===== src/rtl/seg_chaser_if.sv =====
// Control and display bundle for the seven-segment perimeter chaser.
// The master drives the animation controls; the slave (the chaser) drives the display.
interface seg_chaser_if #(
    parameter int N_DIGITS = 3
) ();
    localparam int HEAD_W = $clog2(2 * N_DIGITS + 4);

    logic                    enable;
    logic                    dir;
    logic [1:0]              speed;
    logic                    step_pulse;
    logic [7*N_DIGITS-1:0]   hex_out;
    logic [HEAD_W-1:0]       head_pos;
    logic                    wrap;

    modport master (
        output enable, dir, speed, step_pulse,
        input  hex_out, head_pos, wrap
    );

    modport slave (
        input  enable, dir, speed, step_pulse,
        output hex_out, head_pos, wrap
    );
endinterface


===== src/rtl/seg_chaser.sv =====
// Seven-segment chaser: lit segments run around the outer perimeter of a row
// of active-low displays, stepped by a prescaler or by a manual step pulse.
module seg_chaser #(
    parameter int N_DIGITS = 3,
    parameter int PRESCALE = 5_000_000,
    parameter int TAIL     = 1
) (
    input  logic         clk,
    input  logic         reset_n,
    seg_chaser_if.slave  bus
);
    localparam int L      = 2 * N_DIGITS + 4;
    localparam int HEAD_W = $clog2(L);
    localparam int HEX_W  = 7 * N_DIGITS;
    localparam int IDX_W  = $clog2(HEX_W);
    localparam int CNT_W  = $clog2(PRESCALE);

    logic [CNT_W-1:0]  cnt;
    logic [CNT_W-1:0]  period_m1;
    logic              step_q;
    logic              step_prev;
    logic              tick;
    logic              at_wrap;
    logic [HEAD_W-1:0] head;
    logic [HEAD_W-1:0] head_next;
    logic              wrap_q;
    logic [HEX_W-1:0]  hex_q;
    logic [HEX_W-1:0]  hex_next;

    // Map a perimeter position to its bit index in the flat segment vector:
    // tops left-to-right, b/c of the rightmost digit, bottoms right-to-left,
    // then e/f of the leftmost digit.
    function automatic int seg_bit(input int p);
        int idx;
        if (p < N_DIGITS)
            idx = 7 * (N_DIGITS - 1 - p);
        else if (p == N_DIGITS)
            idx = 1;
        else if (p == N_DIGITS + 1)
            idx = 2;
        else if (p <= 2 * N_DIGITS + 1)
            idx = 7 * (p - N_DIGITS - 2) + 3;
        else if (p == 2 * N_DIGITS + 2)
            idx = 7 * (N_DIGITS - 1) + 4;
        else
            idx = 7 * (N_DIGITS - 1) + 5;
        return idx;
    endfunction

    // Step period selection and the single tick source (free-run or manual edge).
    always_comb begin
        period_m1 = CNT_W'((PRESCALE >> bus.speed) - 1);
        tick      = bus.enable ? (cnt >= period_m1) : (step_q && !step_prev);
    end

    // NOTE: state is registered with non-blocking assignments under an async
    // active-low reset so every flop updates from the same pre-edge values.
    // Prescaler: counts only while free-running; >= lets a speed-up fire at once.
    always_ff @(posedge clk or negedge reset_n) begin
        if (!reset_n)
            cnt <= '0;
        else if (!bus.enable || cnt >= period_m1)
            cnt <= '0;
        else
            cnt <= cnt + CNT_W'(1);
    end

    // Register the manual step input and keep one cycle of history for edge detect.
    always_ff @(posedge clk or negedge reset_n) begin
        if (!reset_n) begin
            step_q    <= 1'b0;
            step_prev <= 1'b0;
        end else begin
            step_q    <= bus.step_pulse;
            step_prev <= step_q;
        end
    end

    // Next head position with explicit wrap at both ends of the perimeter.
    always_comb begin
        // NOTE: every combinational output gets a default first so no path can
        // leave it unassigned and infer a latch.
        at_wrap   = 1'b0;
        head_next = head;
        if (!bus.dir) begin
            at_wrap   = (head == HEAD_W'(L - 1));
            head_next = at_wrap ? '0 : head + HEAD_W'(1);
        end else begin
            at_wrap   = (head == '0);
            head_next = at_wrap ? HEAD_W'(L - 1) : head - HEAD_W'(1);
        end
    end

    // Head register and one-cycle wrap flag.
    always_ff @(posedge clk or negedge reset_n) begin
        if (!reset_n) begin
            head   <= '0;
            wrap_q <= 1'b0;
        end else begin
            if (tick)
                head <= head_next;
            wrap_q <= tick && at_wrap;
        end
    end

    // Draw head plus trail; the trail lies behind the head for the current direction.
    always_comb begin
        int pos;
        pos      = 0;
        hex_next = '1;
        for (int k = 0; k < TAIL; k++) begin
            pos = bus.dir ? int'(head) + k : int'(head) - k;
            if (pos >= L)
                pos = pos - L;
            else if (pos < 0)
                pos = pos + L;
            hex_next[IDX_W'(seg_bit(pos))] = 1'b0;
        end
    end

    // Display register: blank in reset, one cycle behind head/dir otherwise.
    always_ff @(posedge clk or negedge reset_n) begin
        if (!reset_n)
            hex_q <= '1;
        else
            hex_q <= hex_next;
    end

    assign bus.hex_out  = hex_q;
    assign bus.head_pos = head;
    assign bus.wrap     = wrap_q;
endmodule

===== src/flat_wrapper.sv =====
// flat-port wrapper written by rule: the top's interface ports become plain ports
module seg_chaser_flat 
#(
    parameter int N_DIGITS = 3,
    parameter int PRESCALE = 5_000_000,
    parameter int TAIL     = 1
)
  (clk, reset_n, bus_enable, bus_dir, bus_speed, bus_step_pulse, bus_hex_out, bus_head_pos, bus_wrap);
  seg_chaser_if #(.N_DIGITS(N_DIGITS)) bus_i ();
  input  logic clk;
  input  logic reset_n;
  input wire logic [$bits(bus_i.enable)-1:0] bus_enable;
  input wire logic [$bits(bus_i.dir)-1:0] bus_dir;
  input wire logic [$bits(bus_i.speed)-1:0] bus_speed;
  input wire logic [$bits(bus_i.step_pulse)-1:0] bus_step_pulse;
  output wire logic [$bits(bus_i.hex_out)-1:0] bus_hex_out;
  output wire logic [$bits(bus_i.head_pos)-1:0] bus_head_pos;
  output wire logic [$bits(bus_i.wrap)-1:0] bus_wrap;
  assign bus_i.enable = bus_enable;
  assign bus_i.dir = bus_dir;
  assign bus_i.speed = bus_speed;
  assign bus_i.step_pulse = bus_step_pulse;
  assign bus_hex_out = bus_i.hex_out;
  assign bus_head_pos = bus_i.head_pos;
  assign bus_wrap = bus_i.wrap;
  seg_chaser #(.N_DIGITS(N_DIGITS), .PRESCALE(PRESCALE), .TAIL(TAIL)) u_core (.clk(clk), .reset_n(reset_n), .bus(bus_i));
endmodule

===== config.mk =====
export PLATFORM = sky130hd
export DESIGN_NAME = seg_chaser_flat
export DESIGN_NICKNAME = d
export VERILOG_FILES = /design/src/rtl/seg_chaser_if.sv /design/src/rtl/seg_chaser.sv /design/src/flat_wrapper.sv
export SDC_FILE = /design/constraint.sdc
export NUM_CORES = 1
export LEC_CHECK = 0
export CAP_MARGIN = 20
export CORE_UTILIZATION = 40
export CTS_CLUSTER_DIAMETER = 100
export DETAILED_ROUTE_END_ITERATION = 16
export HOLD_SLACK_MARGIN = 0.12
export SYNTH_ARGS = -nofsm -noshare
export SYNTH_HDL_FRONTEND = slang
export SYNTH_SLANG_ARGS = --single-unit
export TNS_END_PERCENT = 50

===== constraint.sdc =====
create_clock -name clk -period 13.3 [get_ports clk]
set_input_delay 1.33 -clock clk [delete_from_list [all_inputs] [get_ports clk]]
set_output_delay 1.33 -clock clk [all_outputs]
set_load 0.03 [all_outputs]

-- Yosys cells after proc, flatten, opt, wreduce, memory -nomap -nowiden
Index checks and enable logic that the tools add are counted.
- $lt $le $gt $ge: 7
- $mul: 2
- shift operators: 1
- add/sub/neg operators: 10
- bitwise operators: 1
- multiplexer cells: 15
- eq/ne operators: 4
- reductions and logical operators: 7
- operators by type and width (kind ; number):
    $mul A4 B32 Y5 const A ; 2
    $mux W32 ; 2
    $sub A32 B3 Y32 const B ; 2
    $eq A32 B3 Y1 const B ; 1
    $eq A32 B4 Y1 const B ; 1
    $eq A32 B5 Y1 const B ; 1
    $le A32 B4 Y1 const B ; 1
    $lt A32 B3 Y1 const B ; 1
    $sub A3 B32 Y32 const A ; 1
    $add A23 B1 Y23 const B ; 1
    $ge A23 B23 Y1 ; 1
    $mux W23 ; 1
    $shr A23 B2 Y23 const A ; 1
    $sub A23 B2 Y23 const B ; 1
    $not A21 Y21 ; 1
    $mux W5 ; 4
    $mux W4 ; 3
    $lt A5 B7 Y1 const B ; 1
    $add A4 B4 Y5 const B ; 1
    $add A5 B3 Y5 const B ; 1
    $demux W1 S5 ; 1
    $ge A5 B1 Y1 const B ; 1
    $sub A4 B4 Y5 const B ; 1
    $add A4 B1 Y4 const B ; 1
    9 further kinds ; 15
- output and inout bits: 26
- register bits: 51
- logic and storage cells: 53
- input bits: 7

-- Depth between registers and ports, before layout
- depth in word-level cells: 16
- depth in mapped cells: 24
- mapped depth without buffers: 21

-- Least setup slack after synthesis
No wires, ideal clock.
- path kind: register -> register
- start point: register u_core.head[1], in the netlist u_core.bus.head_pos[1]
- end point: register u_core.hex_q[15], in the netlist u_core.bus.hex_out[15]
- slack: 8532 ps
- cell stages (with the launch flop): 23
- setup time: 108 ps
- data arrival time: 4660 ps
- data required time: 13192 ps
- path through: dfrtp_1 > buf_2 > inv_2 > ha_1 > inv_1 > ha_1 > buf_2 > inv_1 > nor2_1 > a21o_1 > inv_1 > ha_1 > inv_1 > ha_1 > inv_1 > fa_1 > fa_1 > xor2_1 > xnor2_1 > and3_1 > o21a_1 > nor3_1 > nand4_1
- longest elaborated chain between the ends: 16
- ends and longest elaborated chain (item ; RTL line ; source):
    start, declared ; seg_chaser.sv:24 ; logic [HEAD_W-1:0] head;
    start signal, assigned ; seg_chaser.sv:101 ; head <= head_next;
    $add A4 B4 Y5 or $lt A4 B1 Y1 (tied branches) ; seg_chaser.sv:116, seg_chaser.sv:115 ;
    $mux W32 ; seg_chaser.sv:115 ; else if (pos < 0)
    $mux W32 * ; seg_chaser.sv:113 ; if (pos >= L)
    $sub A32 B3 Y32 (2 in a row) ; seg_chaser.sv:42 ; idx = 7 * (p - N_DIGITS - 2) + 3;
    $mul A4 B32 Y5 ; seg_chaser.sv:42 ;
    $add A5 B3 Y5 ; seg_chaser.sv:42 ;
    $mux W5 ; seg_chaser.sv:41 ; else if (p <= 2 * N_DIGITS + 1)
    $mux W5 ; seg_chaser.sv:39 ; else if (p == N_DIGITS + 1)
    $mux W5 ; seg_chaser.sv:37 ; else if (p == N_DIGITS)
    $mux W5 * ; seg_chaser.sv:35 ; if (p < N_DIGITS)
    $lt A5 B7 Y1 (not written as such) or $ge A5 B1 Y1 (tied branches) ; seg_chaser.sv:117 ; hex_next[IDX_W'(seg_bit(pos))] = 1'b0;
    $logic_and A1 B1 Y1 (not written as such) ; seg_chaser.sv:117 ;
    $mux W1 (not written as such) ; seg_chaser.sv:117 ;
    $demux W1 S5 * ; -- ;
    $not A21 Y21 (no source line) * ; -- ;
    named net u_core.hex_next[15] ; seg_chaser.sv:28 ; logic [HEX_W-1:0] hex_next;
    end signal, assigned ; seg_chaser.sv:126 ; hex_q <= hex_next;
    end, declared ; seg_chaser.sv:27 ; logic [HEX_W-1:0] hex_q;
The timed path passes the listed nets; every way through them passes the cells marked *.
A chain may end at the register's enable or synchronous reset.

-- Worst setup path after layout
- start point: register u_core.head[1], in the netlist u_core.bus.head_pos[1]
- end point: register u_core.hex_q[14], in the netlist u_core.bus.hex_out[14]
Same word-level chain as after synthesis.

==> run metrics <==
clk slew on worst S/H paths 100 ps; Setup CP Type reg -> reg; global-route wire length before repair 14.4 mm; reg2reg end u_core.bus.hex_out[14]; Final Hold Fails 0; reg-to-reg startpoint u_core.bus.head_pos[1]; Critical Path End Type flip-flop; sequential fraction of the synthesis area 0.351; Yosys cell types 56; Top Ports 33; Core Region 8850 um^2; clk_skew 6.71 ps; Crit path max-delay family adder cells; Final Max Slew Viols 0; setup bufs post-CTS 0; Layout Nets 481; largest area contributor in the netlist dfrtp_1; Worst-Margin Slew 695 ps; CTS tree built; CP dominant cell by count inv_1; max cap viols 0; Port Buf Inserts 32; crit path from u_core.bus.head_pos[1]; worst path cell trace inv_2 -> ha_1 -> inv_1 -> ha_1 -> inv_1 -> nor2_1 -> a21o_1 -> inv_1 -> ha_1 -> inv_1 -> ha_1 -> inv_1 -> fa_1 -> fa_1 -> xor2_1 -> xnor2_1 -> and3_1 -> o22a_1 -> nor2_2 -> nand4_1; Seq cells post-synth 51; initial antenna violation count 0; critical-path maximum fanout 16; ANT nets after route 0; Slew HR 0.537; type of the worst min-delay path reg -> reg; GRT Total Usage 0.184; setup TNS 0 ps; Synth Area per Inst 9.25 um^2; H-tree levels 2; post-cts sizing count 0; hold wc startpoint u_core.step_q; Skew-Pair Late Insertion Delay 310 ps; routability cong. 0.862; FMAX 191 MHz; die area 9660 um^2; GRT overflow 0; Netlist Area Pre-Place 3710 um^2; DRT Pass-1 Iters 7; R2R cell count 20; RSZ-0062 raised after global routing no; cell area after layout 4200 um^2; worst path arrival time 5440 ps; Worst setup SP type flip-flop; Buf+Inv Stages, Crit Path 6; vias in the first global route 3069; clk buf depth 2; Die Span Y 98.3 um; routed len/inst 15.4 um; Area growth, synth to finish 13.2%; Detail Placement HPWL 6.10 mm; clock sinks 51; routed via count 2997; synth warn 0; total wire length 8.30 mm; Synth Instances 401; reg2reg setup slack 8050 ps; Crit path required time 13490 ps; # DRC 0; largest net degree at the start of global routing 41; Area contributors post-synth dfrtp_1 20%, dfstp_2 15%, ha_1 14%; Row Count 34; fin crit share 0.395; setup violators final 0; Levels on crit path 20; outcome completed; placed cell area 4110 um^2; TritonCTS Buffers 5; asr flop ratio synth 1.00; Die Width 98.3 um; Starting Density 0.419; CP max stage cell dfrtp_1; share of the synthesized area in the top cell type 0.202; crit path time final 5250 ps; slowest stage delay, CP 650 ps; layout cells sized above 1 0.100; ys flop type dfrtp_1; via/cell ratio 5.57; commonest non-fill, non-tap cell in the layout ha_1; antenna fix cells 0; Critical Path End u_core.bus.hex_out[14]; Hold Buf Count CTS 0; most frequent cells in the layout 42 x ha_1, 39 x nor2_1, 31 x clkdlybuf4s50_1, 30 x dfrtp_1, 27 x nand4_1; Post-synth EDFFs 0; clk root buf clkbuf_8; DRT iter0 DRCs 114
through the flow:
stage | instances | worst slack (ps) | hold slack, ps | utilization
floorplan | 405 | 8530 | 347 | -
global placement | 529 | 8270 | 350 | 0.462
detailed placement | 530 | 8140 | 361 | 0.465
CTS | 538 | 8080 | 375 | 0.475
global route | 538 | 7580 | 397 | 0.475
finish | 538 | 8050 | 381 | 0.475
final cells by class:
class / count / area (um^2)
clock inverters: 2 / 16.3
multi-input cells: 312 / 2240
fillers: 886 / 4650
clock buffers: 6 / 72.6
well taps: 108 / 135
inverters: 25 / 93.8
flip-flops and latches: 51 / 1300
repair buffers: 34 / 343
logic make-up after synthesis:
family	synth area share
AND/OR/NAND/NOR	0.240
AO/OA/AOI/OAI	0.113
flip-flops	0.351
adder cells (fa/ha/maj)	0.158
buffers and inverters	0.0503
XOR/XNOR	0.0779
multiplexers	0.00877
other	0.00101
metal layers:
| metal | global-route usage | vias up | wire length, um | share of wire |
|---|---|---|---|---|
| met5 | 0 | - | 0 | 0 |
| li1 | - | 1472 | - | - |
| met4 | 0.0563 | 0 | 68 | 0.0082 |
| met1 | 0.247 | 1453 | 4020 | 0.48 |
| met3 | 0.0272 | 9 | 259 | 0.031 |
| met2 | 0.307 | 63 | 3950 | 0.48 |
state kept, by name (all words and copies together), names as in the netlist:
register	flops
u_core.bus.head_pos	4
u_core.step_prev	1
u_core.step_q	1
u_core.cnt	23
u_core.bus.wrap	1
u_core.bus.hex_out	21
synth_stat cells (2+ instances only):
cell type and number:
ha_1 42, xor2_1 19, inv_2 2, o21a_1 7, dfstp_2 21, nand2b_1 5
buf_2 5, or3_1 2, buf_6 3, nand4_1 27, dfrtp_1 30, and2_1 2
nor2_2 3, o21ai_1 2, nand3_1 21, clkbuf_1 9, inv_1 23, o211ai_1 2
o31ai_1 2, and4_1 3, nor2b_1 7, nor3_2 3, a31oi_1 2, a21o_1 3
a211oi_1 5, o221ai_1 2, nor2_1 39, xnor2_1 14, and3_1 14, nor3_1 10
nand2_1 20, o21ai_0 12, fa_1 3, mux2_1 2, a21oi_1 14
worst min-delay path by stage:
stage / end / slack [ps] / cells after the start
2_1_floorplan: u_core.step_prev / 350 / 0
3_5_place_dp: u_core.step_prev / 360 / 0
6_report: u_core.step_prev / 380 / 0
5_1_grt: u_core.step_prev / 400 / 0
3_3_place_gp: u_core.step_prev / 350 / 0
4_1_cts: u_core.step_prev / 380 / 0
Power is not shown: default switching activity piles up to over one toggle a cycle in this logic, so the estimate is an artifact.
==> patch 1, RTL diff (same settings) <==
`PRESCALE` is set to 5_000_000 in 2 places; all go to 2_500_000.
--- a/src/rtl/seg_chaser.sv
+++ b/src/rtl/seg_chaser.sv
@@ -2,7 +2,7 @@
 // of active-low displays, stepped by a prescaler or by a manual step pulse.
 module seg_chaser #(
     parameter int N_DIGITS = 3,
-    parameter int PRESCALE = 5_000_000,
+    parameter int PRESCALE = 2_500_000,
     parameter int TAIL     = 1
 ) (
     input  logic         clk,
--- a/src/flat_wrapper.sv
+++ b/src/flat_wrapper.sv
@@ -2,7 +2,7 @@
 module seg_chaser_flat 
 #(
     parameter int N_DIGITS = 3,
-    parameter int PRESCALE = 5_000_000,
+    parameter int PRESCALE = 2_500_000,
     parameter int TAIL     = 1
 )
   (clk, reset_n, bus_enable, bus_dir, bus_speed, bus_step_pulse, bus_hex_out, bus_head_pos, bus_wrap);
Check against the original RTL: no difference found for any inputs over 4 cycles, from zero or initial values and one cycle with reset_n low; that may be too few to reach the edited logic, so the function may still have changed.
==> patch 1 against the unedited design <==
  * The flow now finishes with violations (design-rule violations)
  * Design area down 2.3%
  * Hold slack better by 0.0063 ns
  * Die area down 3.7%
  * Area after synthesis down 3.8%
  * Global-route usage down 1.4 points
  * Sequential cell count down 1
  * First-iteration DRC count down 12%
  * Setup slack better by 0.0036 ns
  * Wire length down 13%
  * Highest routed layer unchanged
Power is left out: the tool's default activity adds up to more than one toggle a clock period on the data nets, which glitch-free logic cannot reach.
==> patch 1: results (changes against the unedited design) <==
via count=2,758 (-8.0%); CTS Root Buffer Type=clkbuf_8; post-CTS setup buffer count=0 (unchanged); DPL Wire Length=5.39 mm (-12%); Routability Congestion=0.840 (-2.6%); I/O Buffers=32 (unchanged); Worst EP arrival=5.45 ns (about the same); worst skew pair latency=0.31 ns (about the same); Place WS=8.07 ns (-0.0664 ns); layout cells sized above 1=0.111 (+0.0106); drt pass-1 iters=11 (+4); number of library cell types mapped by synthesis=52 (-7.1%); area delta synth->final=14.9%; final wirelength=7.24 mm (-13%); Most flops, register=u_core.cnt; Max Clock Skew=0.0105 ns (+0.00377 ns); DRT antenna net count=0 (unchanged); routed len/inst=13.8 um (-10%); clock buffer count from CTS=5 (unchanged); GRT Overall Usage=0.170 (-0.0142); Seq/Total Area, Yosys=0.358 (+0.00677); Fillers=843 (-4.9%); Yosys warning count=0 (unchanged); Compound-Gate Fraction of Synth Area=0.113 (-0.000121); multiplexer share of the synthesized area=0.0161 (+0.00735); final-report setup violation count=0 (unchanged); antenna cells=0 (unchanged); initial antenna violation count=0 (unchanged); failing checks=design-rule violations; Area after DPL=0.00396 sq mm (-3.6%); Primary FF master, synth=dfrtp_1; initial drt markers=100 (-12%); Adder-Cell Fraction of Synth Area=0.164 (+0.00620); post-synthesis xor/xnor area fraction=0.0883 (+0.0104); Synth top cells by count=nor2_1, ha_1, nand3_1; Largest register FFs=22 (-4.3%); mean area per synthesized cell=9.32 sq um (+0.74%); first-pass GRT wire length=12.4 mm (-14%); Slew Limit Headroom=0.565 (+0.0279); crit-path max FO=16 (unchanged); Nets=467 (-2.9%); status=finished, violations left; top cells by area, synth=dfrtp_1, dfstp_2, ha_1; vias in the first global route=2,661 (-13%); # DRC=1 (+1); largest net degree at the start of global routing=51 (+24%)
-- patch 1: worst paths after layout --
path                                               startpoint                               end  slack, ns  cells after the start
max                        u_core.bus.head_pos[1]$_DFFE_PN0P_   u_core.bus.hex_out[4]$_DFF_PN1_       8.06                     20
min                                   u_core.step_q$_DFF_PN0_        u_core.step_prev$_DFF_PN0_       0.39                      0
max reg2reg                u_core.bus.head_pos[1]$_DFFE_PN0P_   u_core.bus.hex_out[4]$_DFF_PN1_       8.06                     20
min reg2reg                           u_core.step_q$_DFF_PN0_        u_core.step_prev$_DFF_PN0_       0.39                      0
max in group asynchronous                             reset_n  u_core.bus.hex_out[14]$_DFF_PN1_      11.78                      2
min in group asynchronous                             reset_n           u_core.cnt[1]$_DFF_PN0_       0.93                      1
-- patch 1: per-layer routing --
layer | track usage | share of wire | routed length, um
met1 | 0.220 | 0.48 | 3450
met2 | 0.288 | 0.48 | 3500
met3 | 0.0266 | 0.025 | 179
met4 | 0.0588 | 0.017 | 122
met5 | 0 | 0 | 0
-- patch 1: area by class of cell --
type,instances,share of cell area
well taps,108,0.0329
clock buffers,6,0.0201
clock inverters,2,0.00945
flip-flops and latches,50,0.311
repair buffers,35,0.0854
multi-input cells,299,0.518
inverters,24,0.0232
-- patch 1: worst max-delay path, stage by stage (launching register included) --
cell	delay, ns
dfrtp_1	0.62
clkinv_4	0.17
ha_1	0.26
inv_1	0.08
ha_1	0.37
nor2_1	0.10
o21ai_0	0.08
o21ai_0	0.14
ha_1	0.35
xnor2_1	0.26
ha_1	0.26
inv_1	0.07
fa_1	0.44
fa_1	0.44
xor2_1	0.16
xnor2_1	0.19
and3_1	0.23
a211o_1	0.12
o21ai_0	0.15
nor3_4	0.53
nand3_1	0.16
==> patch 2, RTL diff (same flow settings) <==
Made on the original files. Make the reset (`reset_n`) synchronous in 4 clocked blocks. Comments in the files are not updated.
--- a/src/rtl/seg_chaser.sv
+++ b/src/rtl/seg_chaser.sv
@@ -56,7 +56,7 @@
     // NOTE: state is registered with non-blocking assignments under an async
     // active-low reset so every flop updates from the same pre-edge values.
     // Prescaler: counts only while free-running; >= lets a speed-up fire at once.
-    always_ff @(posedge clk or negedge reset_n) begin
+    always_ff @(posedge clk) begin
         if (!reset_n)
             cnt <= '0;
         else if (!bus.enable || cnt >= period_m1)
@@ -66,7 +66,7 @@
     end
 
     // Register the manual step input and keep one cycle of history for edge detect.
-    always_ff @(posedge clk or negedge reset_n) begin
+    always_ff @(posedge clk) begin
         if (!reset_n) begin
             step_q    <= 1'b0;
             step_prev <= 1'b0;
@@ -92,7 +92,7 @@
     end
 
     // Head register and one-cycle wrap flag.
-    always_ff @(posedge clk or negedge reset_n) begin
+    always_ff @(posedge clk) begin
         if (!reset_n) begin
             head   <= '0;
             wrap_q <= 1'b0;
@@ -119,7 +119,7 @@
     end
 
     // Display register: blank in reset, one cycle behind head/dir otherwise.
-    always_ff @(posedge clk or negedge reset_n) begin
+    always_ff @(posedge clk) begin
         if (!reset_n)
             hex_q <= '1;
         else
Formal check against the unedited RTL: differs if reset_n is asserted again (counterexample within 4 cycles, from zero or initial values and one cycle with reset_n low); with reset_n held inactive, the same outputs for 10 cycles.
==> patch 2 against the unedited design <==
  * Area after synthesis down 6.8%
  * Design area down 6.0%
  * Sequential cell count unchanged
  * Die area down 6.7%
  * Non-clock buffer count down 1
  * Wire length down 16%
  * Setup slack worse by 0.18 ns
  * Fmax down 3.3%
  * Via count down 9.1%
  * First-iteration DRC count down 44%
  * Critical path type unchanged
Power is left out: it rests on default switching activity, and per cell area and clock period it moved more than threefold.
==> patch 2: results (changes against the unedited design) <==
worst hold path endpoint=u_core.cnt[0]$_SDFF_PP0_; Seq/Total Area, Yosys=0.295 (-0.0558); Max Clock Skew=0.00582 ns (-0.000889 ns); initial drt markers=64 (-44%); status=finished clean; GRT Overall Usage=0.168 (-0.0160); drt pass-1 iters=4 (-3); Routability Congestion=0.825 (-4.2%); R2R depth=19 (-5.0%); worst hold slack=0.466 ns (+0.0853 ns); Area after DPL=0.00385 sq mm (-6.3%); grt met2 use=0.289 (-0.0182); Place WS=7.92 ns (-0.222 ns); layout cells sized above 1=0.0606 (-0.0394); CP peak stage delay=0.77 ns (+0.12 ns); hold path startpoint=u_core.cnt[0]$_SDFF_PP0_; top cells by area, synth=dfxtp_1, ha_1, xnor2_1; vias in the first global route=2,552 (-17%); number of library cell types mapped by synthesis=60 (+7.1%); GR met1 Demand/Resource=0.220 (-0.0273); ys async rst share=0 (-1.00); final wirelength=6.96 mm (-16%); placed insts=526 (-0.75%); via count=2,723 (-9.1%); hold depth=1 (+1); first-pass GRT wire length=12.0 mm (-17%); largest net degree at the start of global routing=25 (-39%); DPL Wire Length=5.39 mm (-12%); routed len/inst=13.0 um (-15%); GR Util met3=0.0217 (-0.00546); Worst EP arrival=5.58 ns (+0.14 ns)
-- patch 2: cell types whose count changed in the layout (fill, tap and decap cells not counted), moves of 6 or more --
cell and delta:
dfstp_2 -21, nand2_1 +11, dfxtp_1 +51, dfrtp_1 -30
nor2_1 +6, nand4_1 -17, xnor2_1 +7, and3_1 -6
-- patch 2: cells by family (layout without fill, tap and decap cells) --
group | Yosys count | count (layout) | synth area share
other | 1 | 5 | 0.00108
buffers and inverters | 45 | 69 | 0.0546
xor gates and xnor gates | 39 | 39 | 0.107
and+or+nand+nor | 149 | 149 | 0.218
AOI/OAI and AO/OA | 64 | 64 | 0.134
DFF | 51 | 51 | 0.295
adders and majority gates | 45 | 45 | 0.169
muxes | 7 | 7 | 0.0206
-- patch 2: area by class of cell --
class	count	area [sq um]	share of cell area
Clock buffer	6	82.6	0.0209
Clock inverter	2	13.8	0.00349
Inverter	28	105	0.0266
Multi-Input combinational cell	309	2270	0.574
Sequential cell	51	1020	0.259
Tap cell	105	131	0.0333
Timing Repair Buffer	33	328	0.0830
-- patch 2: worst max path at each step --
stage                                         to  slack [ns]
2_1_floorplan  u_core.bus.hex_out[14]$_SDFF_PN1_        8.34
3_3_place_gp    u_core.bus.hex_out[7]$_SDFF_PN1_        8.17
3_5_place_dp   u_core.bus.hex_out[15]$_SDFF_PN1_        7.92
4_1_cts        u_core.bus.hex_out[15]$_SDFF_PN1_        7.88
5_1_grt        u_core.bus.hex_out[15]$_SDFF_PN1_        7.33
6_report       u_core.bus.hex_out[15]$_SDFF_PN1_        7.87
-- patch 2: per-layer routing --
layer | wire [um] | vias up | share of wire
met5 | 0 | - | 0
met4 | 88 | 0 | 0.013
met3 | 112 | 7 | 0.016
met2 | 3380 | 23 | 0.49
met1 | 3380 | 1265 | 0.49
li1 | - | 1428 | -
